File: src/rtl/dsp_simd_mul2_int9u8.sv
// Two-lane SIMD INT9 x UINT8 multiplier packed into one DSP48-style product.
// Optional macro SIMDMUL_COMP_EN adds a fabric stage that folds the lane-0 borrow into out_h.
module dsp_simd_mul2_int9u8 #(
    parameter int IN_REG = 1,
    parameter int MREG   = 1
) (
    input  logic        clk,
    input  logic        aresetn,
    input  logic        clken,
    input  logic        dsp_reset,
    input  logic        in_valid,
    input  logic [8:0]  coef,
    input  logic [7:0]  pix0,
    input  logic [7:0]  pix1,
    output logic [17:0] out_l,
    output logic [17:0] out_h,
    output logic        out_cin,
    output logic        out_valid
);

`ifdef SIMDMUL_COMP_EN
    localparam int LATENCY = IN_REG + MREG + 2;
`else
    localparam int LATENCY = IN_REG + MREG + 1;
`endif

    logic [25:0] a_pack;
    logic [25:0] a_s;
    logic [8:0]  b_s;
    logic signed [35:0] a_ext;
    logic signed [35:0] b_ext;
    logic signed [35:0] m_comb;
    logic signed [35:0] m_s;
    logic [35:0] p_q;
    logic [LATENCY-1:0] vld;

    // Lane 1 sits 18 bits above lane 0 so the lane-0 product never overlaps it.
    assign a_pack = {pix1, 10'b0, pix0};

    generate
        if (IN_REG != 0) begin : g_in_reg
            logic [25:0] a_q;
            logic [8:0]  b_q;
            always_ff @(posedge clk or negedge aresetn) begin
                if (!aresetn) begin
                    a_q <= '0;
                    b_q <= '0;
                end else if (clken) begin
                    if (dsp_reset) begin
                        a_q <= '0;
                        b_q <= '0;
                    end else begin
                        a_q <= a_pack;
                        b_q <= coef;
                    end
                end
            end
            assign a_s = a_q;
            assign b_s = b_q;
        end else begin : g_in_bypass
            assign a_s = a_pack;
            assign b_s = coef;
        end
    endgenerate

    assign a_ext  = {10'b0, a_s};
    assign b_ext  = {{27{b_s[8]}}, b_s};
    assign m_comb = b_ext * a_ext;

    generate
        if (MREG != 0) begin : g_m_reg
            logic signed [35:0] m_q;
            always_ff @(posedge clk or negedge aresetn) begin
                if (!aresetn) begin
                    m_q <= '0;
                end else if (clken) begin
                    if (dsp_reset) begin
                        m_q <= '0;
                    end else begin
                        m_q <= m_comb;
                    end
                end
            end
            assign m_s = m_q;
        end else begin : g_m_bypass
            assign m_s = m_comb;
        end
    endgenerate

    always_ff @(posedge clk or negedge aresetn) begin
        if (!aresetn) begin
            p_q <= '0;
        end else if (clken) begin
            if (dsp_reset) begin
                p_q <= '0;
            end else begin
                p_q <= m_s;
            end
        end
    end

`ifdef SIMDMUL_COMP_EN
    logic [17:0] l_q;
    logic [17:0] h_q;

    // Negative lane 0 borrowed one from the upper field; give it back here.
    always_ff @(posedge clk or negedge aresetn) begin
        if (!aresetn) begin
            l_q <= '0;
            h_q <= '0;
        end else if (clken) begin
            if (dsp_reset) begin
                l_q <= '0;
                h_q <= '0;
            end else begin
                l_q <= p_q[17:0];
                h_q <= p_q[35:18] + {17'b0, p_q[17]};
            end
        end
    end

    assign out_l   = l_q;
    assign out_h   = h_q;
    assign out_cin = 1'b0;
`else
    assign out_l   = p_q[17:0];
    assign out_h   = p_q[35:18];
    assign out_cin = p_q[17];
`endif

    always_ff @(posedge clk or negedge aresetn) begin
        if (!aresetn) begin
            vld <= '0;
        end else if (clken) begin
            if (dsp_reset) begin
                vld <= '0;
            end else begin
                vld[0] <= in_valid;
                for (int i = 1; i < LATENCY; i++) begin
                    vld[i] <= vld[i-1];
                end
            end
        end
    end

    assign out_valid = vld[LATENCY-1];

endmodule
File: config.mk
export PLATFORM = sky130hd
export DESIGN_NAME = dsp_simd_mul2_int9u8
export DESIGN_NICKNAME = d
export VERILOG_FILES = /design/src/rtl/dsp_simd_mul2_int9u8.sv
export SDC_FILE = /design/constraint.sdc
export NUM_CORES = 1
export LEC_CHECK = 0
export ABC_AREA = 1
export CELL_PAD_IN_SITES_DETAIL_PLACEMENT = 0
export CELL_PAD_IN_SITES_GLOBAL_PLACEMENT = 1
export CORE_MARGIN = 2
export CORE_UTILIZATION = 25
export DETAILED_ROUTE_END_ITERATION = 10
export PLACE_DENSITY = 0.59
export SYNTH_ARGS = -nofsm -noshare
export SYNTH_HDL_FRONTEND = slang
export SYNTH_SLANG_ARGS = --single-unit
File: constraint.sdc
create_clock -name clk -period 5 [get_ports clk]
set_input_delay 1 -clock clk [delete_from_list [all_inputs] [get_ports clk]]
set_output_delay 1 -clock clk [all_outputs]
set_load 0.02 [all_outputs]
==> impl_metrics.json, run 1 <==
{
  "status": "completed",
  "grt_pass1_wl_um": 47090,
  "power.net_switching_mw": 1.043,
  "r2r_slack_ns": 0.22,
  "path_cells": "buf_4 -> nand2_1 -> fa_1 -> fa_1 -> inv_1 -> fa_1 -> fa_1 -> fa_1 -> ha_1 -> nand2_2 -> nor2_2 -> nand2_1 -> nand2_1 -> nand2_1 -> nand2_2 -> a21oi_1 -> o21ai_0 -> o21ai_0",
  "grt_overflow": 0,
  "io_buffer_count": 67,
  "clk_pin_slew_ns": 0.08,
  "vdd_drop_max_uv": 167.6,
  "critPathCapture": "g_m_reg.m_q[20]$_DFFE_PN0P_",
  "p_sw_frac": 0.3794,
  "yosys.area.top_type_share": 0.2483,
  "ys_types": 28,
  "worstMarginPinSlew_ns": 0.8913,
  "synthArstFlopShare": 1.000,
  "syn_nets": 1566,
  "p_total_mw": 2.748,
  "n_antenna_cell": 0,
  "clockPowerShare": 0.271,
  "report.final.slew_viol_count": 0,
  "worstPathArrival_ns": 5.02,
  "setup_tns_ns": 0,
  "ant_nets": 0,
  "clk_latency_ns": 0.38,
  "antenna_found_initial": 0,
  "drv_cap": 0,
  "pre_cts_ws_ns": 0.08059,
  "fin_crit_ns": 4.778,
  "ys_top_cells_by_count": "406 x nand2_1, 297 x inv_1, 120 x ha_1",
  "crit_required_ns": 5.24,
  "fin_worst_skew_ns": 0.01340,
  "dpl.hpwl_um": 22860,
  "r2r.worst_path.cells": 18,
  "leakage_nw": 6.969,
  "placedCellCount": 1899,
  "h-tree-depth": 3,
  "p_int_mw": 1.706,
  "crit_top_cell": "fa_1",
  "synth_most_common_cell": "nand2_1",
  "wl_per_cell_um": 14.82,
  "numCtsBuffers": 9,
  "numClockSinks": 100,
  "finalWeightedCongestion": 0.8706,
  "clock_path_buffers": 2,
  "area_growth_pct": 17.90,
  "setup_violations": 0,
  "setup.worst_path.start": "b_s[6]$_DFFE_PN0P_",
  "hold_buffers": 0,
  "yosys_warnings": 0,
  "finalNonFillerCells": 1921,
  "cts_tree": "yes",
  "worstSetupStartpointType": "flop",
  "pin_count": 68,
  "rsz0062_at_grt": "no",
  "pwr-share-comb": 0.376,
  "slew_headroom": 0.4058,
  "grt_pass1_vias": 8530,
  "yosysSeqAreaShare": 0.2483,
  "die_x_um": 204.8,
  "dieArea_um2": 41940,
  "netlist_area_um2": 10080,
  "fin_crit_sh": 0.9556,
  "ys.flop_type": "dfrtp_1",
  "drt_pass1_iterations": 5,
  "fillers": 4331,
  "final_nets": 1631,
  "avgSynthCellArea_um2": 7.602,
  "initial_core_util": 0.2537,
  "cts_root_buffer": "clkbuf_16",
  "totalWireLength_um": 28460,
  "drtIter0Drc": 405,
  "die_h_um": 204.8,
  "max_stage_delay_ns": 0.55,
  "hold_violations": 0,
  "synth_area_leader_cell": "dfrtp_1",
  "synthTopCellsByArea": "dfrtp_1 25%, fa_1 18%, nand2_1 15%, ha_1 15%, inv_1 11%",
  "synth-edff-count": 0,
  "seq_power_share": 0.354,
  "end_kind": "flop",
  "power.density_nw_per_um2": 231.2,
  "r2r_end": "g_m_reg.m_q[20]$_DFFE_PN0P_",
  "grt_use_total": 0.1453,
  "ys_seq_elements": 100,
  "vias_per_cell": 4.236,
  "vias": 8137,
  "drive_gt1_frac": 0.07450,
  "drc": 0,
  "core_region_area_um2": 39730,
  "grt_max_degree": 70,
  "hold_class": "reg -> reg",
  "netlist_instances": 1326,
  "cp_max_fo": 6,
  "crit_type": "reg -> reg",
  "worst_path_max_delay_cell": "fa_1",
  "row_count": 73,
  "final_util": 0.2991,
  "max_freq_mhz": 209.3,
  "r2r-start": "b_s[6]$_DFFE_PN0P_",
  "timing.final.ws_setup_ns": 0.2221
}
## cell families (layout without fill, tap and decap cells)
logic type | Yosys count | after routing | synth area share
xor+xnor | 2 | 2 | 0.001738
compound gates | 132 | 132 | 0.07746
flops | 100 | 100 | 0.2483
fa+ha+maj | 210 | 210 | 0.3277
buf+inv | 356 | 426 | 0.1346
simple gates | 526 | 526 | 0.2103
## stage by stage
stage	instance area [um2]	hold WS, ns
6_report	11880	0.4797
5_1_grt	11880	0.5100
4_1_cts	11780	0.4862
3_5_place_dp	11490	0.4637
3_3_place_gp	11490	0.4694
2_1_floorplan	10080	0.4422
## power by group through the flow
stage,registers [mW],logic (mW),clock network [mW]
after floorplan,0.980,0.630,0
after global placement,0.987,1.02,0
after detailed placement,0.985,1.02,0
after CTS,0.971,1.04,0.777
after global routing,0.985,1.19,0.800
final,0.972,1.03,0.744
## flip-flops by register name, summed over array words and instances (netlist names)
name,count
p_q,36
a_s,16
g_m_reg.m_q,36
b_s,9
vld,3
## what timing repair did
| action | CTS | global route |
|---|---|---|
| hold endpoints to repair | 0 | 0 |
| buffers inserted | 0 | 6 |
| setup endpoints to repair | 0 | 13 |
| gates resized for setup | 0 | 21 |
## worst min-delay path by stage
| stage | from | endpoint | slack, ns | depth (start not counted) |
|---|---|---|---|---|
| 6_report | g_m_reg.m_q[23]$_DFFE_PN0P_ | p_q[23]$_DFFE_PN0P_ | 0.48 | 2 |
| 5_1_grt | g_m_reg.m_q[28]$_DFFE_PN0P_ | g_m_reg.m_q[28]$_DFFE_PN0P_ | 0.51 | 2 |
| 4_1_cts | g_m_reg.m_q[23]$_DFFE_PN0P_ | p_q[23]$_DFFE_PN0P_ | 0.49 | 2 |
| 3_5_place_dp | g_m_reg.m_q[22]$_DFFE_PN0P_ | p_q[22]$_DFFE_PN0P_ | 0.46 | 2 |
| 3_3_place_gp | vld[2]$_DFFE_PN0P_ | vld[2]$_DFFE_PN0P_ | 0.47 | 2 |
| 2_1_floorplan | g_m_reg.m_q[22]$_DFFE_PN0P_ | p_q[22]$_DFFE_PN0P_ | 0.44 | 2 |
## layer usage
metal,routed length (um),vias to the layer above,GRT usage
met5,0,-,0
met4,577,0,0.04296
met3,797,23,0.02339
met2,12430,103,0.2207
met1,14650,3894,0.2107
li1,-,4117,-
## worst max-delay path, delay by kind of cell, from the launching register on
family          cells  cell delay [ns]
compound gates      3             0.35
fa+ha+maj           6             2.94
buf+inv             2             0.18
flops               1             0.43
simple gates        7             0.75
## cell type report
cell class,count,area (um2),share of cell area
sequential,100,2519,0.2119
multi-input combinational,870,6267,0.5274
tap,525,656.9,0.05527
clock buffer,10,229.0,0.01927
inverter,302,1134,0.09539
clock inverter,6,65.06,0.005475
timing repair buffer,108,1013,0.08528
## cell usage in the layout, fill, tap and decap left out, types with 3 or more instances in the layout
| master | instances |
|---|---|
| nand2_1 | 405 |
| inv_1 | 296 |
| ha_1 | 117 |
| fa_1 | 90 |
| dfrtp_1 | 87 |
| clkdlybuf4s50_1 | 66 |
| o21ai_0 | 61 |
| nor2_1 | 50 |
| buf_4 | 39 |
| nand3_1 | 34 |
| a21oi_1 | 31 |
| a22o_1 | 28 |
| nand2_2 | 14 |
| dfrtp_2 | 13 |
| clkbuf_16 | 9 |
| inv_2 | 6 |
| o22ai_1 | 5 |
| nand3_2 | 4 |
| nor2_2 | 4 |
| and2_1 | 4 |
| nor3_1 | 4 |
| nand4_1 | 4 |
| o21ai_1 | 4 |
| buf_12 | 3 |
Note: power is estimated with default switching activity, not from simulation.
==> run 2, diff against run 1 <==
Settings changed: MAX_ROUTING_LAYER set to met4.
==> run 2 against run 1 <==
Effect of this change:
- non-clock buffer count is 3 higher
- largest cell class unchanged
- cell area is 0.46% higher
- critical path depth is 3 higher
- clock skew is 0.0076 ns higher
- critical path type unchanged
- clock power is 5.1% higher
- largest power group unchanged
==> impl_metrics.json, run 2 (synthesis results as in run 1) <==
{
  "status": "completed",
  "fin_crit_ns": 4.775,
  "drive_gt1_frac": 0.08077,
  "mostFrequentLayoutCell": "nand2_1",
  "finalNonFillerCells": 1924,
  "rsz0062_at_grt": "yes",
  "r2r-start": "b_s[1]$_DFFE_PN0P_",
  "hold_violations": 0,
  "setup_tns_ns": 0,
  "leakage_nw": 6.997,
  "vdd_drop_max_uv": 185.4,
  "end_kind": "flop",
  "drc": 0,
  "grt_use_total": 0.1516,
  "path_cells": "nand2_1 -> fa_1 -> inv_1 -> fa_1 -> inv_1 -> fa_1 -> inv_1 -> fa_1 -> fa_1 -> ha_2 -> nand2_2 -> nor2_2 -> nand2_1 -> nand2_1 -> nand2_1 -> nand2_2 -> nand2_2 -> nand2_1 -> nand2_1 -> nand3_1 -> nand2_1",
  "vias": 8079,
  "clock_path_buffers": 2,
  "max_freq_mhz": 209.4,
  "ant_nets": 0,
  "grt_pass1_vias": 8662,
  "grt_pass1_wl_um": 47920,
  "hold_class": "reg -> reg",
  "finalWeightedCongestion": 0.8678,
  "row_count": 73,
  "setup.worst_path.start": "b_s[1]$_DFFE_PN0P_",
  "crit_required_ns": 5.26,
  "clk_latency_ns": 0.38,
  "drtIter0Drc": 336,
  "critPathCapture": "g_m_reg.m_q[28]$_DFFE_PN0P_",
  "die_h_um": 204.8,
  "area_growth_pct": 18.45,
  "drv_cap": 0,
  "timing.final.ws_setup_ns": 0.2254,
  "worstSetupStartpointType": "flop",
  "report.final.slew_viol_count": 0,
  "slew_headroom": 0.4494,
  "h-tree-depth": 3,
  "die_x_um": 204.8,
  "dpl.hpwl_um": 22820,
  "vias_per_cell": 4.199,
  "pin_count": 68,
  "numCtsBuffers": 9,
  "final_cell_mix": "403 x nand2_1, 297 x inv_1, 116 x ha_1, 89 x fa_1, 89 x dfrtp_1",
  "cts_root_buffer": "clkbuf_16",
  "crit_top_cell": "nand2_1",
  "cts_tree": "yes",
  "core_region_area_um2": 39730,
  "fin_worst_skew_ns": 0.02102,
  "initial_core_util": 0.2537,
  "fin_crit_sh": 0.9549,
  "cp_max_fo": 7,
  "numClockSinks": 100,
  "placedCellCount": 1901,
  "io_buffer_count": 67,
  "power.density_nw_per_um2": 234.2,
  "n_antenna_cell": 0,
  "crit_type": "reg -> reg",
  "pre_cts_ws_ns": 0.007462,
  "wl_per_cell_um": 14.96,
  "grt_max_degree": 70,
  "r2r_end": "g_m_reg.m_q[28]$_DFFE_PN0P_",
  "antenna_found_initial": 0,
  "totalWireLength_um": 28790,
  "worstPathArrival_ns": 5.03,
  "max_stage_delay_ns": 0.57,
  "clk_pin_slew_ns": 0.10,
  "r2r.worst_path.cells": 21,
  "grt_overflow": 0,
  "final_nets": 1634,
  "worst_path_max_delay_cell": "fa_1",
  "dieArea_um2": 41940,
  "drt_pass1_iterations": 4,
  "setup_violations": 0,
  "worstMarginPinSlew_ns": 0.8259,
  "r2r_slack_ns": 0.23
}
==> run 2: cell count changes in the layout (fill, tap and decap cells not counted), sizes merged <==
cell	previous run	this run
buf	42	45
clkinv	4	2
inv	302	304
==> run 2: area by class of cell <==
cell class | instances | area, um2
fillers | 4306 | 27790
multi-input cells | 870 | 6292
flip-flops and latches | 100 | 2516
inverters | 302 | 1134
repair buffers | 111 | 1040
well taps | 525 | 656.9
clock buffers | 10 | 229.0
clock inverters | 6 | 71.32
==> run 2: worst min path at each step <==
stage                                start                           to  depth (start not counted)
2_1_floorplan  g_m_reg.m_q[22]$_DFFE_PN0P_          p_q[22]$_DFFE_PN0P_                          2
6_report       g_m_reg.m_q[22]$_DFFE_PN0P_          p_q[22]$_DFFE_PN0P_                          2
4_1_cts        g_m_reg.m_q[22]$_DFFE_PN0P_          p_q[22]$_DFFE_PN0P_                          2
3_5_place_dp           p_q[22]$_DFFE_PN0P_          p_q[22]$_DFFE_PN0P_                          2
5_1_grt        g_m_reg.m_q[22]$_DFFE_PN0P_          p_q[22]$_DFFE_PN0P_                          2
3_3_place_gp   g_m_reg.m_q[35]$_DFFE_PN0P_  g_m_reg.m_q[35]$_DFFE_PN0P_                          2
==> run 2: through the flow <==
stage,utilization,hold slack [ns],area [um2],power (mW)
after floorplan,-,0.4422,10080,1.609
after global placement,0.2896,0.4675,11500,2.010
after detailed placement,0.2896,0.4667,11500,2.004
after CTS,0.2972,0.4675,11810,2.822
after global routing,0.3005,0.4946,11940,3.019
final,0.3005,0.4700,11940,2.796
==> run 2: metal layers <==
metal	vias up	share of wire	global-route usage
met3	22	0.023	0.01814
met5	-	0	-
met1	3836	0.53	0.2175
met2	96	0.43	0.2253
met4	0	0.015	0.03908
li1	4125	-	-
==> run 2: report_power, final <==
part	internal [mW]	leakage [nW]	total (mW)	switching [mW]
Combinational	0.420	5.53	1.04	0.620
Sequential	0.899	1.33	0.974	0.0751
Clock	0.396	0.145	0.782	0.386
Total	1.72	7.00	2.80	1.08
==> run 2: worst max-delay path: cells and delay by family, from the launching register on <==
kind,cells,cell delay (ns)
adders and majority gates,6,2.87
buffers and inverters,3,0.19
DFF,1,0.48
and+or+nand+nor,12,1.09
==> run 2: timing repair <==
action,in CTS,in global routing
resized for setup,1,27
setup buffers,0,7
pin swaps,0,3
setup endpoints to repair,1,19
hold buffers,0,0
==> run 3, diff against run 2 <==
Settings changed: CTS_CLUSTER_DIAMETER set to 120, TNS_END_PERCENT set to 10.
==> run 3 against run 2 <==
Effect of this change:
- via count is essentially flat
- sequential cell count unchanged
- combinational power barely moved
- clock skew about the same
- critical path depth unchanged
- die area unchanged
- maximum frequency is 0.14% lower
- global-route usage did not move
- cell area hardly changed
- routed wire length about the same
- clock power hardly changed
- largest power group unchanged
==> impl_metrics.json, run 3 (synthesis results as in run 1) <==
{
  "status": "completed",
  "rsz0062_at_grt": "yes",
  "mostFrequentLayoutCell": "nand2_1",
  "fin_area_um2": 11940,
  "max_stage_delay_ns": 0.58,
  "hold_violations": 0,
  "initial_core_util": 0.2537,
  "drt_pass1_iterations": 5,
  "grt_overflow": 0,
  "drc": 0,
  "power.density_nw_per_um2": 234.3,
  "drive_gt1_frac": 0.07934,
  "clk_pin_slew_ns": 0.09,
  "cp_max_fo": 7,
  "clock_path_buffers": 2,
  "antenna_found_initial": 0,
  "worstMarginPinSlew_ns": 0.8257,
  "io_buffer_count": 67,
  "crit_top_cell": "nand2_1",
  "cts_tree": "yes",
  "use_met3": 0.01814,
  "dieArea_um2": 41940,
  "clk_latency_ns": 0.38,
  "report.final.slew_viol_count": 0,
  "cts_root_buffer": "clkbuf_16",
  "die_h_um": 204.8,
  "setup_tns_ns": 0,
  "finalNonFillerCells": 1924,
  "grt_use_total": 0.1516,
  "numClockSinks": 100,
  "end_kind": "flop",
  "core_region_area_um2": 39730,
  "drv_cap": 0,
  "vdd_drop_max_uv": 185.2,
  "crit_type": "reg -> reg",
  "h-tree-depth": 3,
  "numCtsBuffers": 9,
  "final_nets": 1634,
  "vias": 8078,
  "n_antenna_cell": 0,
  "pre_cts_ws_ns": 0.007462,
  "dpl.hpwl_um": 22820,
  "dpl_cell_area_um2": 11500,
  "leakage_nw": 6.997,
  "final_cell_mix": "404 x nand2_1, 297 x inv_1, 116 x ha_1, 90 x dfrtp_1, 89 x fa_1",
  "totalWireLength_um": 28810,
  "p_total_mw": 2.797,
  "worst_path_max_delay_cell": "fa_1",
  "max_freq_mhz": 209.2,
  "timing.final.ws_setup_ns": 0.2189,
  "drtIter0Drc": 387,
  "vias_per_cell": 4.199,
  "worstPathArrival_ns": 5.04,
  "worstSetupStartpointType": "flop",
  "path_cells": "nand2_1 -> fa_1 -> inv_1 -> fa_1 -> inv_1 -> fa_1 -> inv_1 -> fa_1 -> fa_1 -> ha_2 -> nand2_2 -> nor2_2 -> nand2_1 -> nand2_1 -> nand2_1 -> nand2_2 -> nand2_2 -> nand2_1 -> nand2_1 -> nand3_1 -> nand2_1",
  "grt_busiest_layer": "met2",
  "placedCellCount": 1901,
  "setup_violations": 0,
  "crit_required_ns": 5.26,
  "final_util": 0.3004,
  "use_met2": 0.2253,
  "die_x_um": 204.8,
  "wl_per_cell_um": 14.97,
  "fin_crit_sh": 0.9562,
  "row_count": 73,
  "hold_class": "reg -> reg",
  "hold_buffers": 0,
  "grt_pass1_wl_um": 47920,
  "hold_slack_ns": 0.4715,
  "area_growth_pct": 18.41,
  "grt_max_degree": 70,
  "fin_crit_ns": 4.781,
  "slew_headroom": 0.4495,
  "pin_count": 68,
  "fin_worst_skew_ns": 0.02084,
  "ant_nets": 0,
  "grt_pass1_vias": 8662,
  "finalWeightedCongestion": 0.8678,
  "use_met1": 0.2175
}
==> run 3: cell types whose count changed in the layout (fill, tap and decap cells not counted) <==
| cell | before | now |
|---|---|---|
| dfrtp_2 | 11 | 10 |
| nand2_2 | 16 | 15 |
| nand2_1 | 403 | 404 |
| dfrtp_1 | 89 | 90 |
==> run 3: area by class of cell <==
| class | instances | area [um2] |
|---|---|---|
| fillers | 4303 | 27800 |
| clock inverters | 6 | 71.32 |
| multi-input cells | 870 | 6290 |
| repair buffers | 111 | 1040 |
| clock buffers | 10 | 229.0 |
| well taps | 525 | 656.9 |
| inverters | 302 | 1134 |
| flip-flops and latches | 100 | 2515 |
==> run 3: where the power goes <==
part / leakage, nW / switching (mW) / internal [mW]
Clock: 0.145 / 0.386 / 0.396
Combinational: 5.52 / 0.621 / 0.420
Sequential: 1.33 / 0.0751 / 0.898
==> run 3: worst paths after layout <==
kind	startpoint	to	slack (ns)	depth (start not counted)
max in group asynchronous	aresetn	b_s[6]$_DFFE_PN0P_	3.42	2
min reg2reg	g_m_reg.m_q[22]$_DFFE_PN0P_	p_q[22]$_DFFE_PN0P_	0.47	2
min in group asynchronous	aresetn	p_q[16]$_DFFE_PN0P_	0.61	1
max reg2reg	b_s[1]$_DFFE_PN0P_	g_m_reg.m_q[28]$_DFFE_PN0P_	0.22	21
min	g_m_reg.m_q[22]$_DFFE_PN0P_	p_q[22]$_DFFE_PN0P_	0.47	2
max	b_s[1]$_DFFE_PN0P_	g_m_reg.m_q[28]$_DFFE_PN0P_	0.22	21
==> run 3: layer usage <==
layer | vias up | routed length [um] | part of all wire
met2 | 97 | 12430 | 0.43
met1 | 3834 | 15220 | 0.53
met3 | 24 | 630 | 0.022
met4 | 0 | 525 | 0.018
met5 | - | 0 | 0
li1 | 4123 | - | -
==> run 3: critical path, delay by kind of cell (launching register included) <==
family        cells  cell delay (ns)
fa+ha+maj         6             2.88
buf+inv           3             0.19
flops             1             0.47
simple gates     12             1.10
==> run 3: repair_timing <==
item,CTS,global route
endpoints found under the hold margin,0,0
setup buffers,0,7
gates resized for setup,1,25
pin swaps,0,3
endpoints found under the setup margin,1,19
